$ cat src/rtl/tdc_bringup_sequencer.sv
// Power-up / soft-reset sequencer for an array of TDC front-ends, driven by single-byte
// ASCII commands. Holds enable low, waits for boot, then pulses each masked channel in turn.
module tdc_bringup_sequencer #(
    parameter int unsigned NUM_CH          = 6,
    parameter int unsigned CNT_W           = 20,
    parameter int unsigned ENABLE_LOW_CYC  = 16,
    parameter int unsigned BOOT_CYC        = 1000000,
    parameter int unsigned RESET_PULSE_CYC = 2,
    parameter int unsigned RESET_GAP_CYC   = 3000
) (
    input  logic              clk,
    input  logic              rst,
    input  logic [7:0]        rx_data,
    input  logic              rx_valid,
    input  logic [NUM_CH-1:0] ch_mask,
    output logic [NUM_CH-1:0] tdc_enable,
    output logic [NUM_CH-1:0] soft_reset,
    output logic              go_home,
    output logic              pause,
    output logic              busy,
    output logic              seq_done
);

    // Wide enough to hold NUM_CH, the "past the last channel" start index.
    localparam int unsigned CH_W = $clog2(NUM_CH + 1);

    localparam logic [7:0] CmdBringup  = 8'h64; // 'd'
    localparam logic [7:0] CmdResetOnly = 8'h72; // 'r'
    localparam logic [7:0] CmdShutdown = 8'h78; // 'x'
    localparam logic [7:0] CmdHomeSet  = 8'h68; // 'h'
    localparam logic [7:0] CmdHomeClr  = 8'h63; // 'c'
    localparam logic [7:0] CmdPauseSet = 8'h73; // 's'
    localparam logic [7:0] CmdPauseClr = 8'h70; // 'p'

    typedef enum logic [2:0] {
        StIdle,
        StEnLow,
        StBootWait,
        StRstPulse,
        StRstGap
    } state_e;

    state_e             state_q, state_d;
    logic [CNT_W-1:0]   cnt_q, cnt_d;
    logic [CH_W-1:0]    ch_q, ch_d;
    logic [NUM_CH-1:0]  mask_q, mask_d;
    logic               en_q, en_d;
    logic [NUM_CH-1:0]  soft_reset_q, soft_reset_d;
    logic               go_home_q, go_home_d;
    logic               pause_q, pause_d;
    logic               busy_q, busy_d;
    logic               seq_done_q, seq_done_d;

    logic               sel_go;
    logic [CH_W-1:0]    sel_start;
    logic [NUM_CH-1:0]  sel_mask;
    logic               sel_found;
    logic [CH_W-1:0]    sel_ch;

    always_comb begin
        state_d    = state_q;
        cnt_d      = '0;
        ch_d       = ch_q;
        mask_d     = mask_q;
        en_d       = en_q;
        go_home_d  = go_home_q;
        pause_d    = pause_q;
        seq_done_d = 1'b0;
        sel_go     = 1'b0;
        sel_start  = '0;
        sel_mask   = mask_q;
        sel_found  = 1'b0;
        sel_ch     = '0;

        case (state_q)
            StEnLow: begin
                if (cnt_q == CNT_W'(ENABLE_LOW_CYC - 1)) begin
                    state_d = StBootWait;
                    en_d    = 1'b1;
                end else begin
                    cnt_d = cnt_q + CNT_W'(1);
                end
            end
            StBootWait: begin
                if (cnt_q == CNT_W'(BOOT_CYC - 1)) begin
                    sel_go = 1'b1;
                end else begin
                    cnt_d = cnt_q + CNT_W'(1);
                end
            end
            StRstPulse: begin
                if (cnt_q == CNT_W'(RESET_PULSE_CYC - 1)) begin
                    state_d = StRstGap;
                end else begin
                    cnt_d = cnt_q + CNT_W'(1);
                end
            end
            StRstGap: begin
                if (cnt_q == CNT_W'(RESET_GAP_CYC - 1)) begin
                    sel_go    = 1'b1;
                    sel_start = ch_q + CH_W'(1);
                end else begin
                    cnt_d = cnt_q + CNT_W'(1);
                end
            end
            default: ;
        endcase

        // Commands override the timed progression above.
        if (rx_valid) begin
            case (rx_data)
                CmdBringup: begin
                    go_home_d = 1'b0;
                    mask_d    = ch_mask;
                    state_d   = StEnLow;
                    cnt_d     = '0;
                    ch_d      = '0;
                    en_d      = 1'b0;
                    sel_go    = 1'b0;
                end
                CmdResetOnly: begin
                    if (state_q == StIdle && en_q) begin
                        mask_d    = ch_mask;
                        sel_mask  = ch_mask;
                        sel_go    = 1'b1;
                        sel_start = '0;
                    end
                end
                CmdShutdown: begin
                    state_d = StIdle;
                    cnt_d   = '0;
                    ch_d    = '0;
                    en_d    = 1'b0;
                    sel_go  = 1'b0;
                end
                CmdHomeSet:  go_home_d = 1'b1;
                CmdHomeClr:  go_home_d = 1'b0;
                CmdPauseSet: pause_d   = 1'b1;
                CmdPauseClr: pause_d   = 1'b0;
                default: ;
            endcase
        end

        // Channel select: lowest enabled channel at or above sel_start, zero cycles.
        if (sel_go) begin
            for (int i = int'(NUM_CH) - 1; i >= 0; i--) begin
                if (sel_mask[i] && (i >= int'(sel_start))) begin
                    sel_found = 1'b1;
                    sel_ch    = CH_W'(i);
                end
            end
            cnt_d = '0;
            if (sel_found) begin
                state_d = StRstPulse;
                ch_d    = sel_ch;
            end else begin
                state_d    = StIdle;
                ch_d       = '0;
                seq_done_d = 1'b1;
            end
        end

        soft_reset_d = (state_d == StRstPulse) ? (NUM_CH'(1) << ch_d) : '0;
        busy_d       = (state_d != StIdle);
    end

    always_ff @(posedge clk) begin
        if (rst) begin
            state_q      <= StIdle;
            cnt_q        <= '0;
            ch_q         <= '0;
            mask_q       <= '0;
            en_q         <= 1'b0;
            soft_reset_q <= '0;
            go_home_q    <= 1'b0;
            pause_q      <= 1'b0;
            busy_q       <= 1'b0;
            seq_done_q   <= 1'b0;
        end else begin
            state_q      <= state_d;
            cnt_q        <= cnt_d;
            ch_q         <= ch_d;
            mask_q       <= mask_d;
            en_q         <= en_d;
            soft_reset_q <= soft_reset_d;
            go_home_q    <= go_home_d;
            pause_q      <= pause_d;
            busy_q       <= busy_d;
            seq_done_q   <= seq_done_d;
        end
    end

    assign tdc_enable = {NUM_CH{en_q}};
    assign soft_reset = soft_reset_q;
    assign go_home    = go_home_q;
    assign pause      = pause_q;
    assign busy       = busy_q;
    assign seq_done   = seq_done_q;

endmodule

$ cat config.mk
export PLATFORM = sky130hd
export DESIGN_NAME = tdc_bringup_sequencer
export DESIGN_NICKNAME = d
export VERILOG_FILES = /design/src/rtl/tdc_bringup_sequencer.sv
export SDC_FILE = /design/constraint.sdc
export NUM_CORES = 1
export LEC_CHECK = 0
export ABC_AREA = 1
export CELL_PAD_IN_SITES_DETAIL_PLACEMENT = 1
export CELL_PAD_IN_SITES_GLOBAL_PLACEMENT = 1
export CORE_MARGIN = 2
export CORE_UTILIZATION = 42
export CTS_BUF_LIST = sky130_fd_sc_hd__clkbuf_4 sky130_fd_sc_hd__clkbuf_8 sky130_fd_sc_hd__clkbuf_16
export DETAILED_ROUTE_END_ITERATION = 8
export HOLD_SLACK_MARGIN = 0.12
export PLACE_DENSITY = 0.94
export SETUP_SLACK_MARGIN = 0.05
export SKIP_LAST_GASP = 1
export SLEW_MARGIN = 40
export SYNTH_ARGS = -nofsm -noshare
export SYNTH_HDL_FRONTEND = slang
export SYNTH_SLANG_ARGS = --single-unit
export TNS_END_PERCENT = 30
$ cat constraint.sdc
create_clock -name clk -period 4.11 [get_ports clk]
set_clock_uncertainty 0.2 [all_clocks]
set_input_delay 0.822 -clock clk [delete_from_list [all_inputs] [get_ports clk]]
set_output_delay 0.822 -clock clk [all_outputs]
set_load 0.1 [all_outputs]
=== Word level (Yosys, flattened, before mapping) ===
Cells that the tools add are included.

* Add/subtract/negate cells: 2
* Magnitude comparators: 6
* Equal/unequal tests: 16
* Shift-type cells: 1
* Mux-type cells: 53
* Bitwise gates (word level): 2
* Reductions and logical operators: 20

{| class="wikitable"
|+ Operators by type and width
! kind !! count
|-
| 20-bit 2-to-1 mux || 6
|-
| 20-bit case mux with 4 select lines || 1
|-
| 3-bit 2-to-1 mux || 19
|-
| 8-bit by 7-bit equality test with 1-bit output (second input constant) || 7
|-
| 20-bit by 1-bit adder with 20-bit output (second input constant) || 1
|-
| 20-bit by 1-bit equality test with 1-bit output (second input constant) || 1
|-
| 20-bit by 12-bit equality test with 1-bit output (second input constant) || 1
|-
| 20-bit equality test (second input constant) || 1
|-
| 20-bit by 4-bit equality test with 1-bit output (second input constant) || 1
|-
| 6-bit 2-to-1 mux || 3
|-
| 1-bit 2-to-1 mux || 16
|-
| 3-bit case mux with 2 select lines || 2
|-
| 6-bit case mux with 2 select lines || 1
|-
| 2-bit OR reduction || 5
|-
| 3-bit by 2-bit equality test with 1-bit output (second input constant) || 3
|-
| 1-bit case mux with 2 select lines || 4
|-
| 1-bit logical AND || 7
|-
| 1-bit by 3-bit >= comparator with 1-bit output (first input constant) || 2
|-
| 2-bit by 3-bit >= comparator with 1-bit output (first input constant) || 2
|-
| 3-bit >= comparator (first input constant) || 2
|-
| 2-bit AND reduction || 3
|-
| 2-bit nonzero test || 3
|-
| 1-bit by 3-bit left shift with 6-bit output (first input constant) || 1
|-
| 3-bit by 1-bit adder with 3-bit output (second input constant) || 1
|-
| other kinds (6) || 7
|}

* Register bits after elaboration: 43
* Output and inout bits: 16

=== Longest topological paths before layout ===
Gate-level depths: netlist of run 1.

* Depth after elaboration: 20
* Depth in mapped cells: 18
* Mapped depth without buffers: 18

=== Worst setup path after synthesis of run 1 ===
OpenSTA, ideal clock, no wires.

* Kind: input port to flip-flop
* Start point: in rx_data[7]
* End point: reg ch_q[0]
* Setup time: 0.128 ns
* Arrival time: 2.267 ns
* Required time: 3.782 ns
* Slack: 1.515 ns
* Stages: 17
* Buffers on the path: 0
* Cells stage by stage: inv_1 nand2_1 nor3_4 nand2_2 clkinv_2 nand2_1 nand2_1 nor2_1 nand2_1 nand2_1 nor2_2 nand2_2 nand2_2 nand3b_1 nand2_1 inv_1 nor2_1

* Cells in the longest elaborated chain, start to end: 14
* Elaborated cells on any way between the ends: 39

{| class="wikitable"
|+ RTL lines
! item !! line !! RTL
|-
| from (decl) || 13 || <nowiki>input logic [7:0] rx_data,</nowiki>
|-
| 8-bit by 7-bit equality test with 1-bit output || 111 || <nowiki>case (rx_data)</nowiki>
|-
| 3-bit 2-to-1 mux || 111 ||
|-
| 3-bit 2-to-1 mux || 110 || <nowiki>if (rx_valid) begin</nowiki>
|-
| 3-bit >= comparator || 147 || <nowiki>if (sel_mask[i] && (i >= int'(sel_start))) begin</nowiki>
|-
| 1-bit logical AND || 147 ||
|-
| 1-bit 2-to-1 mux (6 in series) || 147 ||
|-
| 1-bit 2-to-1 mux || 145 || <nowiki>if (sel_go) begin</nowiki>
|-
| 3-bit 2-to-1 mux || 153 || <nowiki>if (sel_found) begin</nowiki>
|-
| 3-bit 2-to-1 mux * || 145 ||
|-
| to (signal assigned) || 182 || <nowiki>ch_q <= ch_d;</nowiki>
|-
| to (decl) || 45 || <nowiki>logic [CH_W-1:0] ch_q, ch_d;</nowiki>
|}

Every way passes the cells marked *; elsewhere a longest branch is shown, timed or not. The select of a mux whose other input is x is not followed.
A chain may end at the register's enable or synchronous reset.

=== Worst setup path after layout of run 1 ===
* Start point: in rx_data[3]
* End point: reg soft_reset_q[0] (netlist: soft_reset[0])

* Cells in the longest elaborated chain, start to end: 17
* Elaborated cells on any way between the ends: 47

{| class="wikitable"
|+ RTL lines
! item !! line !! RTL
|-
| 8-bit by 7-bit equality test with 1-bit output || 111 ||
|-
| 3-bit 2-to-1 mux || 111 ||
|-
| 3-bit 2-to-1 mux || 110 ||
|-
| 3-bit >= comparator || 147 ||
|-
| 1-bit logical AND || 147 ||
|-
| 1-bit 2-to-1 mux (6 in series) || 147 ||
|-
| 1-bit 2-to-1 mux || 145 ||
|-
| 2-bit 2-to-1 mux || 153 ||
|-
| 3-bit 2-to-1 mux || 145 ||
|-
| 3-bit by 2-bit equality test with 1-bit output || 163 || <nowiki>soft_reset_d = (state_d == StRstPulse) ? (NUM_CH'(1) << ch_d) : '0;</nowiki>
|-
| 1-bit inverter (no source line) || -- ||
|-
| 2-bit OR reduction (no source line) || -- ||
|-
| to (signal assigned) || 185 || <nowiki>soft_reset_q <= soft_reset_d;</nowiki>
|-
| to (decl) || 48 || <nowiki>logic [NUM_CH-1:0] soft_reset_q, soft_reset_d;</nowiki>
|}

Parallel ways exist; a longest one is shown, timed or not. The select of a mux whose other input is x is not followed.

==> impl_metrics.toml, run 1 <==
[synthesis]
synth_cells = 396
ys_warn_count = 0
yosys-top-cells-count = "84 x nand2_1, 66 x nor2_1, 53 x inv_1"
synth_area_leader_cell = "dfxtp_1"
syn_nets = 416
syn_area_um2 = 2610
synth_seq_cells = 43
synth_area_leaders = "dfxtp_1 33%, nand2_1 12%, nor2_1 9.5%"
yosysUniqueCellTypes = 42
ys_seq_area_frac = 0.330
yosysTopAreaCellShare = 0.330
synth_edf_count = 0
synth_ff_type = "dfxtp_1"
synthArstFlopShare = 0
yosysMostFrequentCell = "nand2_1"
avgSynthCellArea_um2 = 6.60

[sta]
slew-limit-headroom = 0.621
drv_slew = 0
setup-violations-final = 0
finalCriticalPeriod_ns = 3.18
fmax_mhz = 315
worst_slack_ns = 0.934
rsz0062_at_grt = "no"
tightest_slew_ns = 0.566
hold-worst-slack_ns = 0.275
fin_setup_tns_ns = 0
hold_violations = 0
period_share = 0.773

[cts]
clk_pin_slew_worst_paths_ns = 0.08
insertion_delay_ns = 0.30
cts_setup_buffers = 0
ctsResizeCount = 0
cts_buffers = 5
h-tree-depth = 2
cts_tree = "done"
cts.sinks = 43
max-clock-path-buffers = 2
cts-hold-fix-buffers = 0
clock-root-buffer = "clkbuf_8"

[finish]
drive_gt1_frac = 0.133
n_fill_cell = 796
diodes = 0
regArea_um2 = 861
stdcell_count = 503
finalNetCount = 447
fin_area_um2 = 3040
syn_to_final_growth_pct = 16.2
multiInputGateArea_um2 = 1460
post-route-util = 0.510

[floorplan]
start_util = 0.439
num_io_pins = 33
die-area_um2 = 6870
fp.dieW_um = 82.9
num_rows = 28
die_h_um = 82.9
core_um2 = 5960

[route]
vias = 2745
highest_layer = "met4"
dr.pass1.iters = 5
met1_length_um = 3490
ant_nets = 0
met3WireLength_um = 301
wire_per_inst_um = 15.5
wl_met2_um = 3810
drt_iter0_drc = 127
drc = 0
wl_um = 7820
viasPerCell = 5.46

[power]
p_leak_nw = 1.26
p_total_mw = 0.851
ir_drop_mv = 0.141
power_density_nw_per_um2 = 280

[run]
maxCapViolCount = 0

[placement]
dp_cells = 495
dp_hpwl_um = 5960
port_buffers = 32
dpl_cell_area_um2 = 2900
place.gp.congestion = 0.854
detailedPlace.worstSlack_ns = 0.651

[worst_setup_path]
cp-start-kind = "input port"
cp-end-kind = "flop"
r2r_slack_ns = 1.46
crit_fanout = 10
required_ns = 4.15
cp.arrival_ns = 3.22
critPathKind = "input port to flop"

[run_status]
status = "finished, final reports clean"

[grt]
grt_usage = 0.238
grt_first_pass_wirelength_um = 13800
grt_max_degree = 21
grt_antenna_before_repair = 0
grt_pass1_vias = 2942
grt_remaining_overflow = 0

[worst_hold_path]
hp-class = "flop to flop"
sequential cells by signal, summed over array words and instances, names as in the netlist:
register and flops:
cnt_q 20, go_home 1, state_q 3, busy 1, seq_done 1, soft_reset 6, en_q 1, mask_q 6
ch_q 3, pause 1
final timing paths:
check / depth (start not counted) / from / endpoint
max: 16 / rx_data[3] / soft_reset[0]
min: 1 / cnt_q[0] / cnt_q[0]
max reg2reg: 13 / cnt_q[0] / soft_reset[0]
min reg2reg: 1 / cnt_q[0] / cnt_q[0]
cell families after synthesis:
family | after synthesis | share of synthesized area
simple gates | 223 | 0.399
buf+inv | 71 | 0.112
compound gates | 47 | 0.114
flops | 43 | 0.330
xor+xnor | 8 | 0.0268
fa+ha+maj | 3 | 0.0144
mux | 1 | 0.00431
per-layer routing:
metal | vias up | GRT usage
li1 | 1345 | -
met1 | 1316 | 0.289
met2 | 63 | 0.414
met3 | 21 | 0.0417
met4 | 0 | 0.0984
met5 | - | 0
critical path, cell delays in order:
cell and delay, ns:
clkdlybuf4s50_1 0.48, nor2_2 0.22, nand3_2 0.15, nor3_4 0.32, nand2_1 0.13, o22ai_1 0.15, o21ai_1 0.11, nand2_1 0.15
inv_2 0.05, nand2_2 0.06, nand2_2 0.06, nand2_1 0.08, nand2_2 0.08, nor2_4 0.15, nand2_1 0.09, nor2_1 0.11
cell type report:
class,count,area share
Multi-Input combinational cell,282,0.481
Sequential cell,43,0.283
Timing Repair Buffer,34,0.0841
Inverter,61,0.0758
Tap cell,75,0.0309
Clock buffer,5,0.0227
Clock inverter,3,0.0222
layout by cell type (no fill, tap or decap), types with 2 or more instances in the layout:
cell type,n
o21ai_0,13
nand3_2,3
o31ai_1,2
inv_1,53
xor2_1,5
nand3_1,19
buf_2,16
dfxtp_1,43
a31oi_1,3
bufinv_16,2
o2111ai_1,3
o21ai_1,5
clkbuf_8,5
a21oi_1,8
buf_4,2
nor3_1,13
nor3_2,2
nor2_1,66
nor2_2,5
o211ai_1,2
nor3b_1,4
nor3_4,2
inv_2,7
nand4_1,11
ha_1,3
xnor2_1,3
o22ai_1,2
nand2_2,5
nand2_1,84
clkdlybuf4s50_1,16
nor4_1,4
a211oi_1,4
power by group:
group	switching, mW	internal, mW
combinational	0.0197	0.0186
sequential	0.000141	0.416
clock	0.154	0.242
(Power assumes the default switching activity.)
==> inputs of run 2 (changes only) <==
- CORE_UTILIZATION: 42 -> 39
- PLACE_DENSITY: 0.94 -> 0.89
- clock period: 4.11 -> 3.04 ns (I/O delays scaled with it)
==> impl_metrics.toml, run 2 (synthesized netlist as in run 1, its figures left out) <==
[placement]
place.gp.congestion = 0.952
dp_hpwl_um = 5720
port_buffers = 32
dpl_cell_area_um2 = 2970
detailedPlace.worstSlack_ns = -0.141

[finish]
diodes = 0
finalNetCount = 455
fin_area_um2 = 3190
final_cell_mix = "76 x nand2_1, 64 x nor2_1, 53 x inv_1"
multiInputGateArea_um2 = 1520
largest_register_ffs = 20
drive_gt1_frac = 0.179
n_fill_cell = 858
regArea_um2 = 861
syn_to_final_growth_pct = 22.2
layout_commonest_cell = "nand2_1"
largest_register = "cnt_q"

[sta]
tightest_slew_ns = 0.588
finalCriticalPeriod_ns = 2.82
rsz0062_at_grt = "no"
period_share = 0.928
hold-worst-slack_ns = 0.269
hold_violations = 0
drv_slew = 0
fmax_mhz = 354
worst_slack_ns = 0.219
fin_setup_tns_ns = 0
slew-limit-headroom = 0.606
setup-violations-final = 0

[worst_setup_path]
crit_fanout = 6
required_ns = 3.09
cp-start-kind = "input port"
r2r_start = "state_q[1]"
critPathKind = "input port to flop"
cp.arrival_ns = 2.87
reg2reg_to = "soft_reset[0]"
r2r_slack_ns = 0.25
rr_worst_depth = 16
cp-end-kind = "flop"

[worst_hold_path]
worstHoldPathCells = 1
holdPathEnd = "cnt_q[0]"
min_from = "cnt_q[0]"
hp-class = "flop to flop"

[floorplan]
start_util = 0.407
die_h_um = 85.8
num_rows = 29
fp.dieW_um = 85.8
core_um2 = 6420
die-area_um2 = 7370
num_io_pins = 33

[grt]
grt_usage = 0.218
grt_antenna_before_repair = 0
grt_first_pass_wirelength_um = 12800
grt_max_degree = 21
grt_pass1_vias = 2820
grt_remaining_overflow = 0

[route]
vias = 2744
dr.pass1.iters = 7
drt_iter0_drc = 153
wl_um = 7980
wire_per_inst_um = 15.6
drc = 5
viasPerCell = 5.35
ant_nets = 0

[power]
p_total_mw = 1.09
power_frac_seq = 0.515
p_int_mw = 0.857
p_switching_mw = 0.236
p_comb_frac = 0.053
p_sw_frac = 0.216
p_leak_nw = 1.33
ir_drop_mv = 0.162
p_clk_frac = 0.432
power_density_nw_per_um2 = 342

[run_status]
violations = "DRC"
status = "complete, but fails checks"

[cts]
cts_buffers = 5
cts.sinks = 43
cts_tree = "done"
clk_pin_slew_worst_paths_ns = 0.08
max-clock-path-buffers = 2
insertion_delay_ns = 0.30
h-tree-depth = 2
clock-root-buffer = "clkbuf_8"
cts-hold-fix-buffers = 0

[run]
maxCapViolCount = 0
run 2: changes by cell type in the layout (fill, tap and decap cells not counted), moves of 2 or more:
cell,change
buf_4,+24
buf_2,-16
nand2_1,-8
nand2_2,+8
clkdlybuf4s50_1,-3
dlymetal6s2s_1,+3
nor2_1,-2
run 2: how the worst max path moves through the flow:
| stage | start | endpoint | slack [ns] | depth (start not counted) |
|---|---|---|---|---|
| 2_1_floorplan | rx_data[7] | ch_q[0] | 0.66 | 17 |
| 3_3_place_gp | rx_data[3] | soft_reset[5] | -0.008 | 15 |
| 3_5_place_dp | rx_data[4] | soft_reset[1] | -0.14 | 17 |
| 4_1_cts | rx_data[4] | soft_reset[1] | 0.07 | 17 |
| 5_1_grt | state_q[1] | soft_reset[5] | 0.007 | 15 |
| 6_report | rx_data[1] | soft_reset[1] | 0.22 | 15 |
run 2: what timing repair did:
action | in CTS | in global routing
gates resized for setup | 0 | 20
buffers inserted | 0 | 4
setup endpoints to repair | 0 | 7
run 2: worst max-delay path: stages:
cell and delay, ns:
clkdlybuf4s50_1 0.55, nand3_2 0.15, nor3_4 0.34, nand2_2 0.12, o22ai_2 0.13, o21ai_1 0.14
nand2_2 0.13, inv_2 0.04, nand2_2 0.06, nand2_2 0.06, nand2_1 0.10, nand2_1 0.10
nor2_4 0.12, nand2_1 0.10, nor2_2 0.11
run 2: power by group through the flow:
stage	sequential [mW]	combinational, mW	clock (mW)
after floorplan	0.577	0.0190	0
after global placement	0.576	0.0499	0
after detailed placement	0.576	0.0511	0
after CTS	0.563	0.0519	0.480
after global routing	0.563	0.0620	0.511
final	0.563	0.0576	0.473
run 2: layout make-up:
class,count,share of cell area
multi-input combinational,282,0.477
sequential,43,0.270
timing repair buffer,42,0.114
inverter,61,0.0725
tap,77,0.0302
clock buffer,6,0.0259
clock inverter,2,0.0110
run 2: metal layers:
metal	global-route usage	up-vias	share of wire
met1	0.265	1279	0.43
met4	0.0794	0	0.022
met5	0	-	0
met2	0.386	81	0.50
met3	0.0337	19	0.041
li1	-	1365	-
run 2: metrics by stage:
stage,util,instances
detailed placement,0.463,501
global placement,0.463,501
global route,0.497,513
finish,0.497,513
floorplan,-,396
CTS,0.481,509
